## config.mk

```make
export PLATFORM = sky130hd
export DESIGN_NAME = mem_bist
export DESIGN_NICKNAME = d
export VERILOG_FILES = /design/src/rtl/mem_bist_pkg.sv /design/src/rtl/mem_bist_wdog.sv /design/src/rtl/mem_bist.sv
export SDC_FILE = /design/constraint.sdc
export NUM_CORES = 1
export LEC_CHECK = 0
export BUFFER_PORTS_ARGS = -buffer_cell sky130_fd_sc_hd__buf_2
export CORE_ASPECT_RATIO = 1.75
export CORE_MARGIN = 2
export CORE_UTILIZATION = 40
export CTS_CLUSTER_SIZE = 28
export DETAILED_ROUTE_END_ITERATION = 7
export PLACE_DENSITY_LB_ADDON = 0.3
export SLEW_MARGIN = 10
export SYNTH_ARGS = -nofsm -noshare
export SYNTH_HDL_FRONTEND = slang
export SYNTH_SLANG_ARGS = --single-unit
```

## constraint.sdc

```tcl
create_clock -name clk -period 3.8 [get_ports clk]
set_clock_uncertainty 0.15 [all_clocks]
set_input_delay 0.19 -clock clk [delete_from_list [all_inputs] [get_ports clk]]
set_output_delay 0.19 -clock clk [all_outputs]
set_load 0.01 [all_outputs]
```

## src/rtl/mem_bist_pkg.sv

```systemverilog
// Shared types and defaults for the memory BIST engine: FSM encoding,
// bus request payload, default pattern seed and watchdog limit.
package mem_bist_pkg;

  localparam int unsigned ADDR_W = 32;
  localparam int unsigned DATA_W = 32;
  localparam int unsigned STRB_W = 4;
  localparam int unsigned CNT_W  = 16;

  localparam logic [DATA_W-1:0] DEFAULT_SEED    = 32'hA5A5_5A5A;
  localparam int unsigned       DEFAULT_TIMEOUT = 1023;

  typedef enum logic [1:0] {
    ST_IDLE  = 2'd0,
    ST_WRITE = 2'd1,
    ST_READ  = 2'd2,
    ST_DONE  = 2'd3
  } state_e;

  typedef struct packed {
    logic [ADDR_W-1:0] addr;
    logic [DATA_W-1:0] wdata;
    logic [STRB_W-1:0] wstrb;
  } bus_req_t;

  // Test data stored at a byte address.
  function automatic logic [DATA_W-1:0] pattern(input logic [ADDR_W-1:0] a,
                                                input logic [DATA_W-1:0] seed);
    return a ^ seed;
  endfunction

endpackage

```

## src/rtl/mem_bist_wdog.sv

```systemverilog
// Per-transaction watchdog: counts stalled cycles, flags when the limit is hit.
module mem_bist_wdog #(
  parameter int unsigned TIMEOUT = 1023
) (
  input  logic clk,
  input  logic resetn,
  input  logic clear,
  input  logic enable,
  output logic expired
);

  logic [31:0] cnt_q, cnt_d;
  logic        expired_q, expired_d;

  always_comb begin
    cnt_d = cnt_q;
    if (clear) begin
      cnt_d = '0;
    end else if (enable && (cnt_q != '1)) begin
      cnt_d = cnt_q + 32'd1;
    end
    expired_d = (cnt_d >= TIMEOUT);
  end

  always_ff @(posedge clk) begin
    if (!resetn) begin
      cnt_q     <= '0;
      expired_q <= 1'b0;
    end else begin
      cnt_q     <= cnt_d;
      expired_q <= expired_d;
    end
  end

  assign expired = expired_q;

endmodule

```

## src/rtl/mem_bist.sv

```systemverilog
// Memory BIST engine: writes an address-derived pattern over a word range on a
// picorv32-style native bus, reads it back, and reports pass/fail/timeout.
module mem_bist
  import mem_bist_pkg::*;
#(
  parameter logic [31:0] SEED    = DEFAULT_SEED,
  parameter int unsigned TIMEOUT = DEFAULT_TIMEOUT
) (
  input  logic        clk,
  input  logic        resetn,
  input  logic        start,
  input  logic [31:0] base_addr,
  input  logic [15:0] word_count,
  output logic        busy,
  output logic        done,
  output logic        pass,
  output logic        fail,
  output logic        timeout,
  output logic [31:0] err_addr,
  output logic [31:0] err_data,
  output logic        mem_valid,
  output logic        mem_instr,
  input  logic        mem_ready,
  output logic [31:0] mem_addr,
  output logic [31:0] mem_wdata,
  output logic [3:0]  mem_wstrb,
  input  logic [31:0] mem_rdata
);

  state_e            state_q, state_d;
  bus_req_t          req_q, req_d;
  logic              valid_q, valid_d;
  logic              busy_q, busy_d;
  logic              done_q, done_d;
  logic              pass_q, pass_d;
  logic              fail_q, fail_d;
  logic              timeout_q, timeout_d;
  logic [ADDR_W-1:0] err_addr_q, err_addr_d;
  logic [DATA_W-1:0] err_data_q, err_data_d;
  logic [ADDR_W-1:0] base_q, base_d;
  logic [CNT_W-1:0]  count_q, count_d;
  logic [CNT_W-1:0]  idx_q, idx_d;

  logic              hs_c, last_c, end_run_c, expired, wd_clear_c, wd_enable_c;
  logic [ADDR_W-1:0] next_addr_c;

  always_comb begin
    state_d    = state_q;
    req_d      = req_q;
    valid_d    = valid_q;
    busy_d     = busy_q;
    done_d     = 1'b0;
    pass_d     = pass_q;
    fail_d     = fail_q;
    timeout_d  = timeout_q;
    err_addr_d = err_addr_q;
    err_data_d = err_data_q;
    base_d     = base_q;
    count_d    = count_q;
    idx_d      = idx_q;
    end_run_c  = 1'b0;

    hs_c        = valid_q && mem_ready;
    last_c      = (idx_q == count_q - 16'd1);
    next_addr_c = req_q.addr + 32'd4;

    case (state_q)
      ST_IDLE: begin
        if (start) begin
          base_d     = base_addr & ~32'h3;
          count_d    = word_count;
          idx_d      = '0;
          pass_d     = 1'b0;
          fail_d     = 1'b0;
          timeout_d  = 1'b0;
          err_addr_d = '0;
          err_data_d = '0;
          if (word_count == '0) begin
            pass_d    = 1'b1;
            end_run_c = 1'b1;
          end else begin
            state_d = ST_WRITE;
            valid_d = 1'b1;
            busy_d  = 1'b1;
            req_d   = '{addr: base_d, wdata: pattern(base_d, SEED), wstrb: 4'hF};
          end
        end
      end
      ST_WRITE: begin
        if (hs_c) begin
          if (last_c) begin
            state_d = ST_READ;
            idx_d   = '0;
            req_d   = '{addr: base_q, wdata: '0, wstrb: 4'h0};
          end else begin
            idx_d = idx_q + 16'd1;
            req_d = '{addr: next_addr_c, wdata: pattern(next_addr_c, SEED), wstrb: 4'hF};
          end
        end else if (expired) begin
          fail_d     = 1'b1;
          timeout_d  = 1'b1;
          err_addr_d = req_q.addr;
          err_data_d = '0;
          end_run_c  = 1'b1;
        end
      end
      ST_READ: begin
        if (hs_c) begin
          if (mem_rdata != pattern(req_q.addr, SEED)) begin
            fail_d     = 1'b1;
            err_addr_d = req_q.addr;
            err_data_d = mem_rdata;
            end_run_c  = 1'b1;
          end else if (last_c) begin
            pass_d    = 1'b1;
            end_run_c = 1'b1;
          end else begin
            idx_d      = idx_q + 16'd1;
            req_d.addr = next_addr_c;
          end
        end else if (expired) begin
          fail_d     = 1'b1;
          timeout_d  = 1'b1;
          err_addr_d = req_q.addr;
          err_data_d = '0;
          end_run_c  = 1'b1;
        end
      end
      ST_DONE: state_d = ST_IDLE;
      default: state_d = ST_IDLE;
    endcase

    // Common exit into DONE: drop the bus and pulse done.
    if (end_run_c) begin
      state_d     = ST_DONE;
      valid_d     = 1'b0;
      busy_d      = 1'b0;
      done_d      = 1'b1;
      req_d.wstrb = 4'h0;
    end

    wd_clear_c  = (state_d != state_q) || hs_c;
    wd_enable_c = valid_q && !mem_ready;
  end

  always_ff @(posedge clk) begin
    if (!resetn) begin
      state_q    <= ST_IDLE;
      req_q      <= '0;
      valid_q    <= 1'b0;
      busy_q     <= 1'b0;
      done_q     <= 1'b0;
      pass_q     <= 1'b0;
      fail_q     <= 1'b0;
      timeout_q  <= 1'b0;
      err_addr_q <= '0;
      err_data_q <= '0;
      base_q     <= '0;
      count_q    <= '0;
      idx_q      <= '0;
    end else begin
      state_q    <= state_d;
      req_q      <= req_d;
      valid_q    <= valid_d;
      busy_q     <= busy_d;
      done_q     <= done_d;
      pass_q     <= pass_d;
      fail_q     <= fail_d;
      timeout_q  <= timeout_d;
      err_addr_q <= err_addr_d;
      err_data_q <= err_data_d;
      base_q     <= base_d;
      count_q    <= count_d;
      idx_q      <= idx_d;
    end
  end

  mem_bist_wdog #(
    .TIMEOUT(TIMEOUT)
  ) u_wdog (
    .clk    (clk),
    .resetn (resetn),
    .clear  (wd_clear_c),
    .enable (wd_enable_c),
    .expired(expired)
  );

  assign busy      = busy_q;
  assign done      = done_q;
  assign pass      = pass_q;
  assign fail      = fail_q;
  assign timeout   = timeout_q;
  assign err_addr  = err_addr_q;
  assign err_data  = err_data_q;
  assign mem_valid = valid_q;
  assign mem_instr = 1'b0;
  assign mem_addr  = req_q.addr;
  assign mem_wdata = req_q.wdata;
  assign mem_wstrb = req_q.wstrb;

endmodule

```

==> reports/results.tsv, run 1 <==
metric	value	unit
path_buf_inv	4	
worstPathArrival	3.79	ns
p_sw	1.99	mW
syn2layout_area_growth	26.4	%
nNetsFinal	1817	
seqPwrFrac	0.421	
cp.required	4.06	ns
end_kind	flip-flop	
cts_sinks	229	
htreeDepth	1	
fin_ws	0.267	ns
synthArstFlopShare	0	
yosysWarnings	0	
drtIter0Drc	1185	
clkPwrFrac	0.369	
ys_seq_area_frac	0.382	
rsz0062_at_grt	no	
post-route-period-util	0.930	
fp-row-count	83	
clk_pin_slew_worst_paths	0.06	ns
synth_top_family_by_area	compound AO/OA/AOI/OAI gates	
clock_latency	0.56	ns
crit_chain	inv_1 -> ha_1 -> or4b_1 -> buf_4 -> o311a_1 -> a211oi_2 -> o2111a_1 -> buf_4 -> o21ai_2 -> buf_4 -> a221oi_1 -> o32ai_1	
cp_top_family	compound AO/OA/AOI/OAI gates	
p_int	4.34	mW
drv_slew	0	
cts_setup_buffers	0	
gp_congestion	0.894	
power_per_cell_area	417	nW/um^2
synth_top_flop_cell	dfxtp_1	
p_sw_frac	0.315	
slew_headroom	0.276	
fill_cells	2803	
synth-adder-area-share	0.00834	
yosys.area_share.simple	0.202	
drt-total-wl	42.6	mm
post-dp-hpwl	29.6	mm
synthXorXnorAreaFrac	0.0853	
synth.avg_cell_area	8.27	um^2
ant_nets	0	
cap_violations	0	
wire_per_inst	20.0	um
initial_core_util	0.407	
cts-buffers-inserted	24	
cp_slowest_cell	or4b_1	
clock_tree.root_cell	clkbuf_16	
fp.dieArea	31500	um^2
max_slew.worst_pin.slew	1.09	ns
die_h	233	um
detailedRoute.firstPassIterationCount	5	
timing.critical_path.mode_cell	buf_4	
die_w	135	um
crit_path_max_fanout	17	
synth.distinct_cells	81	
antenna_found_initial	0	
synth-edff-count	0	
vias	12400	
grt.overflow.total	0	
fin_tns_setup	0	ns
max_stage_delay	0.49	ns
drc	0	
synth.mux.area_fraction	0.000834	
synth-seq-cells	229	
cts_buffer_depth	3	
grt_pass1_wl	65.4	mm
setup_viol	0	
synth-compound-area-share	0.260	
port_buffers	217	
core-area	29500	um^2
io_pins	223	
start_kind	flip-flop	
finalCoreUtilization	0.515	
peakVddDrop	0.334	mV
post_cts_resized	0	
vias_per_cell	5.84	
p_leak	6.05	nW
netlist_area	12000	um^2
drive_above_1_share	0.213	
grt_pass1_vias	11800	
diodes	0	
hold_path_class	input pin to flip-flop	
max_freq	283	MHz
cts_tree	yes	
final-hold-violation-count	0	
status	completed	
gr-usage-all-layers	0.263	
min_period	3.53	ns
place_ws	0.255	ns
syn_inst	1452	
power_frac_comb	0.209	
crit_type	flip-flop to flip-flop	
grt_max_degree	94	
## what timing repair did
item	4_1_cts	5_1_grt
hold endpoints to repair	137	0
setup endpoints to repair	0	3
hold buffers	79	0
## flip-flops by register name (all words and copies together) (netlist names)
signal          count
state_q             2
idx_q              16
mem_addr           30
mem_wstrb           1
u_wdog.expired      1
count_q            16
fail                1
busy                1
done                1
err_data           32
base_q             30
pass                1
err_addr           32
timeout             1
u_wdog.cnt_q       32
mem_wdata          32
## power by group through the flow
stage	Sequential, mW	Combinational [mW]	Clock [mW]
6_report	2.67	1.33	2.34
2_1_floorplan	2.74	0.707	0
4_1_cts	2.66	1.31	2.37
3_3_place_gp	2.72	1.23	0
5_1_grt	2.68	1.43	2.46
3_5_place_dp	2.72	1.24	0
## area by class of cell
class	instances	area [um^2]	share of cell area
clock inverter	14	115	0.00758
clock buffer	30	653	0.0430
sequential	229	4580	0.302
inverter	45	171	0.0113
timing repair buffer	365	2430	0.160
multi-input combinational	1060	6740	0.444
tap	382	478	0.0315
## path summary, 6_finish.rpt
kind	endpoint	slack, ns	cells past startpoint	startpoint
min	timeout	0.09	4	mem_ready
max reg2reg	mem_addr[14]	0.27	12	count_q[1]
min reg2reg	base_q[26]	0.30	2	base_q[26]
max	mem_addr[14]	0.27	12	count_q[1]
## worst min-delay path, cell delays in order
cell	delay (ns)
buf_2	0.13
nand2_1	0.15
a31oi_1	0.19
a211oi_1	0.05
## layer usage
layer / up-vias / global-route usage / wire length (um)
met5: - / 0 / 0
met4: 0 / 0.119 / 1990
met3: 114 / 0.0367 / 2940
met2: 547 / 0.454 / 20600
met1: 5942 / 0.323 / 17100
li1: 5797 / - / -
## placed cells by master (no fill, tap or decap), types with 18 or more instances in the layout
cell type,synthesis,routed
a22o_1,62,62
nand2_1,155,155
and3_1,26,26
a22oi_1,66,66
buf_2,13,217
nand4_1,18,18
nor2_1,166,165
dfxtp_1,229,229
o21ai_0,48,48
a221oi_1,20,20
nor4_1,20,20
nand3_1,22,22
clkbuf_16,0,24
inv_1,44,43
dlygate4sd3_1,0,79
nor3_1,31,30
xnor2_1,69,69
a31oi_1,25,25
o32ai_1,21,21
xor2_1,48,48
a21oi_1,83,82
buf_4,8,66
## cell families after synthesis
group / count (synthesis)
AOI/OAI and AO/OA: 421
xor gates and xnor gates: 117
adders and majority gates: 8
buffers and inverters: 165
DFF: 229
muxes: 1
other: 1
and+or+nand+nor: 510
## per-stage QoR
step	hold slack [ns]	instances	instance area (um^2)	total power [mW]
after floorplan	0.176	1454	12000	3.44
after CTS	0.0689	2125	15200	6.35
after global routing	0.122	2125	15200	6.57
after global placement	0.289	2002	13600	3.95
after detailed placement	0.295	2002	13600	3.96
final	0.0860	2125	15200	6.33
## cell usage after synthesis, types with 8 or more instances
master    number  share of area
nand2_1      155          0.048
or2_2         13         0.0068
a211oi_1      13         0.0081
a32o_1         9         0.0075
nor4_1        20          0.010
nor2_1       166          0.052
a31oi_1       25          0.013
a21oi_1       83          0.035
buf_4          8         0.0050
buf_2         13         0.0054
o21ai_0       48          0.020
nand3_1       22         0.0092
nor3_1        31          0.013
xnor2_1       69          0.050
buf_1         11         0.0034
ha_1           8         0.0083
and3_1        26          0.014
inv_1         44          0.014
dfxtp_1      229           0.38
nand4_1       18         0.0094
a22oi_1       66          0.041
xor2_1        48          0.035
a311oi_1      13         0.0095
or3_1          9         0.0047
a22o_1        62          0.045
clkbuf_1      79          0.025
o32ai_1       21          0.015
a221oi_1      20          0.015
Note: power is estimated with default switching activity, not from simulation.
==> run 2: changes to the inputs <==
- CORE_UTILIZATION: 40 -> 35
==> run 2 against run 1 <==
First-iteration DRC count fell by 29%. Count of clock-buffer cells in the layout fell by 1. Sequential power is essentially flat. Register-to-register slack lost 0.06 ns. Routed wire length grew 1.6%. Core utilization is 6.0 points lower. Setup slack lost 0.062 ns. Critical path depth shrank 2. Fmax decreased by 1.7%.
==> reports/results.tsv, run 2 (synthesis gave the netlist of run 1 again) <==
metric	value	unit
status	completed	
setup_viol	0	
power_per_cell_area	439	nW/um^2
drv_slew	0	
post-route-period-util	0.946	
r2r-end	mem_addr[29]	
hold_path_class	input pin to flip-flop	
finalCoreUtilization	0.454	
die_h	249	um
min_period	3.59	ns
htreeDepth	1	
start_kind	flip-flop	
final_common_cell	dfxtp_1	
wire_per_inst	19.8	um
final-hold-violation-count	0	
max_freq	278	MHz
crit_type	flip-flop to flip-flop	
clk_pin_slew_worst_paths	0.07	ns
clock_latency	0.56	ns
fin_tns_setup	0	ns
cts_setup_buffers	0	
core-area	33700	um^2
cts_buffer_depth	3	
grt.overflow.total	0	
rrSetupSlack	0.21	ns
nNetsFinal	1802	
grt_pass1_wl	65.1	mm
worstSetupStartpoint	count_q[1]	
cap_violations	0	
vias_per_cell	5.59	
port_buffers	217	
post_cts_resized	0	
gp_congestion	0.865	
crit_path_end	mem_addr[29]	
cts_tree	yes	
die_w	144	um
grt_pass1_vias	11600	
initial_core_util	0.356	
drc	0	
detailedRoute.firstPassIterationCount	6	
fp-row-count	89	
peakVddDrop	0.338	mV
vias	12200	
cts_sinks	229	
gr-usage-all-layers	0.231	
ant_nets	0	
io_pins	223	
hold_start	start	
end_kind	flip-flop	
syn2layout_area_growth	27.7	%
grt_max_degree	83	
drtIter0Drc	847	
cp.required	4.05	ns
p_leak	6.03	nW
max_slew.worst_pin.slew	0.746	ns
final_area	15300	um^2
antenna_found_initial	0	
rsz0062_at_grt	no	
placed_area	13600	um^2
slew_headroom	0.502	
clock_tree.root_cell	clkbuf_16	
worstPathArrival	3.85	ns
final_cell_mix	dfxtp_1, buf_2, nor2_1	
ctsHoldBuffers	79	
fp.dieArea	35900	um^2
drive_above_1_share	0.206	
crit_path_max_fanout	21	
cts-buffers-inserted	24	
drt-total-wl	43.2	mm
r2r_start	count_q[1]	
rr_worst_depth	10	
post-dp-hpwl	29.8	mm
==> run 2: layout make-up <==
cell class,count,area (um^2)
Sequential cell,229,4580
Multi-Input combinational cell,1060,6740
Tap cell,455,569
Clock buffer,29,639
Fill cell,3326,18400
Clock inverter,15,275
Inverter,45,171
Timing Repair Buffer,350,2340
Antenna cell,1,2.50
==> run 2: worst max-delay path: stages, from the launching register on <==
cell      delay [ns]
dfxtp_1         0.33
inv_1           0.06
ha_1            0.15
or4b_1          0.61
nand4b_1        0.26
xnor2_1         0.15
a22o_1          0.24
o2111a_1        0.39
o21ai_4         0.29
a31o_2          0.59
o32ai_1         0.21
==> run 2: worst min-delay path by stage <==
stage | end | cells past startpoint | slack [ns]
global route | timeout | 5 | 0.09
finish | pass | 4 | 0.02
CTS | pass | 4 | 0.01
floorplan | base_q[26] | 2 | 0.18
detailed placement | base_q[10] | 2 | 0.30
global placement | base_q[26] | 2 | 0.29
==> run 2: metal layers <==
metal / global-route usage / vias to the layer above / routed length (um)
li1: - / 5784 / -
met1: 0.283 / 5808 / 17300
met2: 0.396 / 518 / 21300
met3: 0.0267 / 109 / 2570
met4: 0.113 / 0 / 2070
met5: 0 / - / 0
==> run 2: power by group <==
group	internal (mW)	switching [mW]	total, mW
registers	2.53	0.142	2.68
clock network	1.69	1.07	2.76
logic	0.493	0.811	1.30
total	4.71	2.02	6.74
==> run 2: per-stage QoR <==
step	worst slack, ns	cells	power [mW]	hold slack, ns
after global routing	0.0182	2183	6.99	0.0879
after global placement	0.268	2060	3.94	0.289
after detailed placement	0.217	2060	3.95	0.298
final	0.205	2184	6.74	0.0226
after CTS	0.209	2183	6.78	0.0122
after floorplan	0.551	1454	3.44	0.176
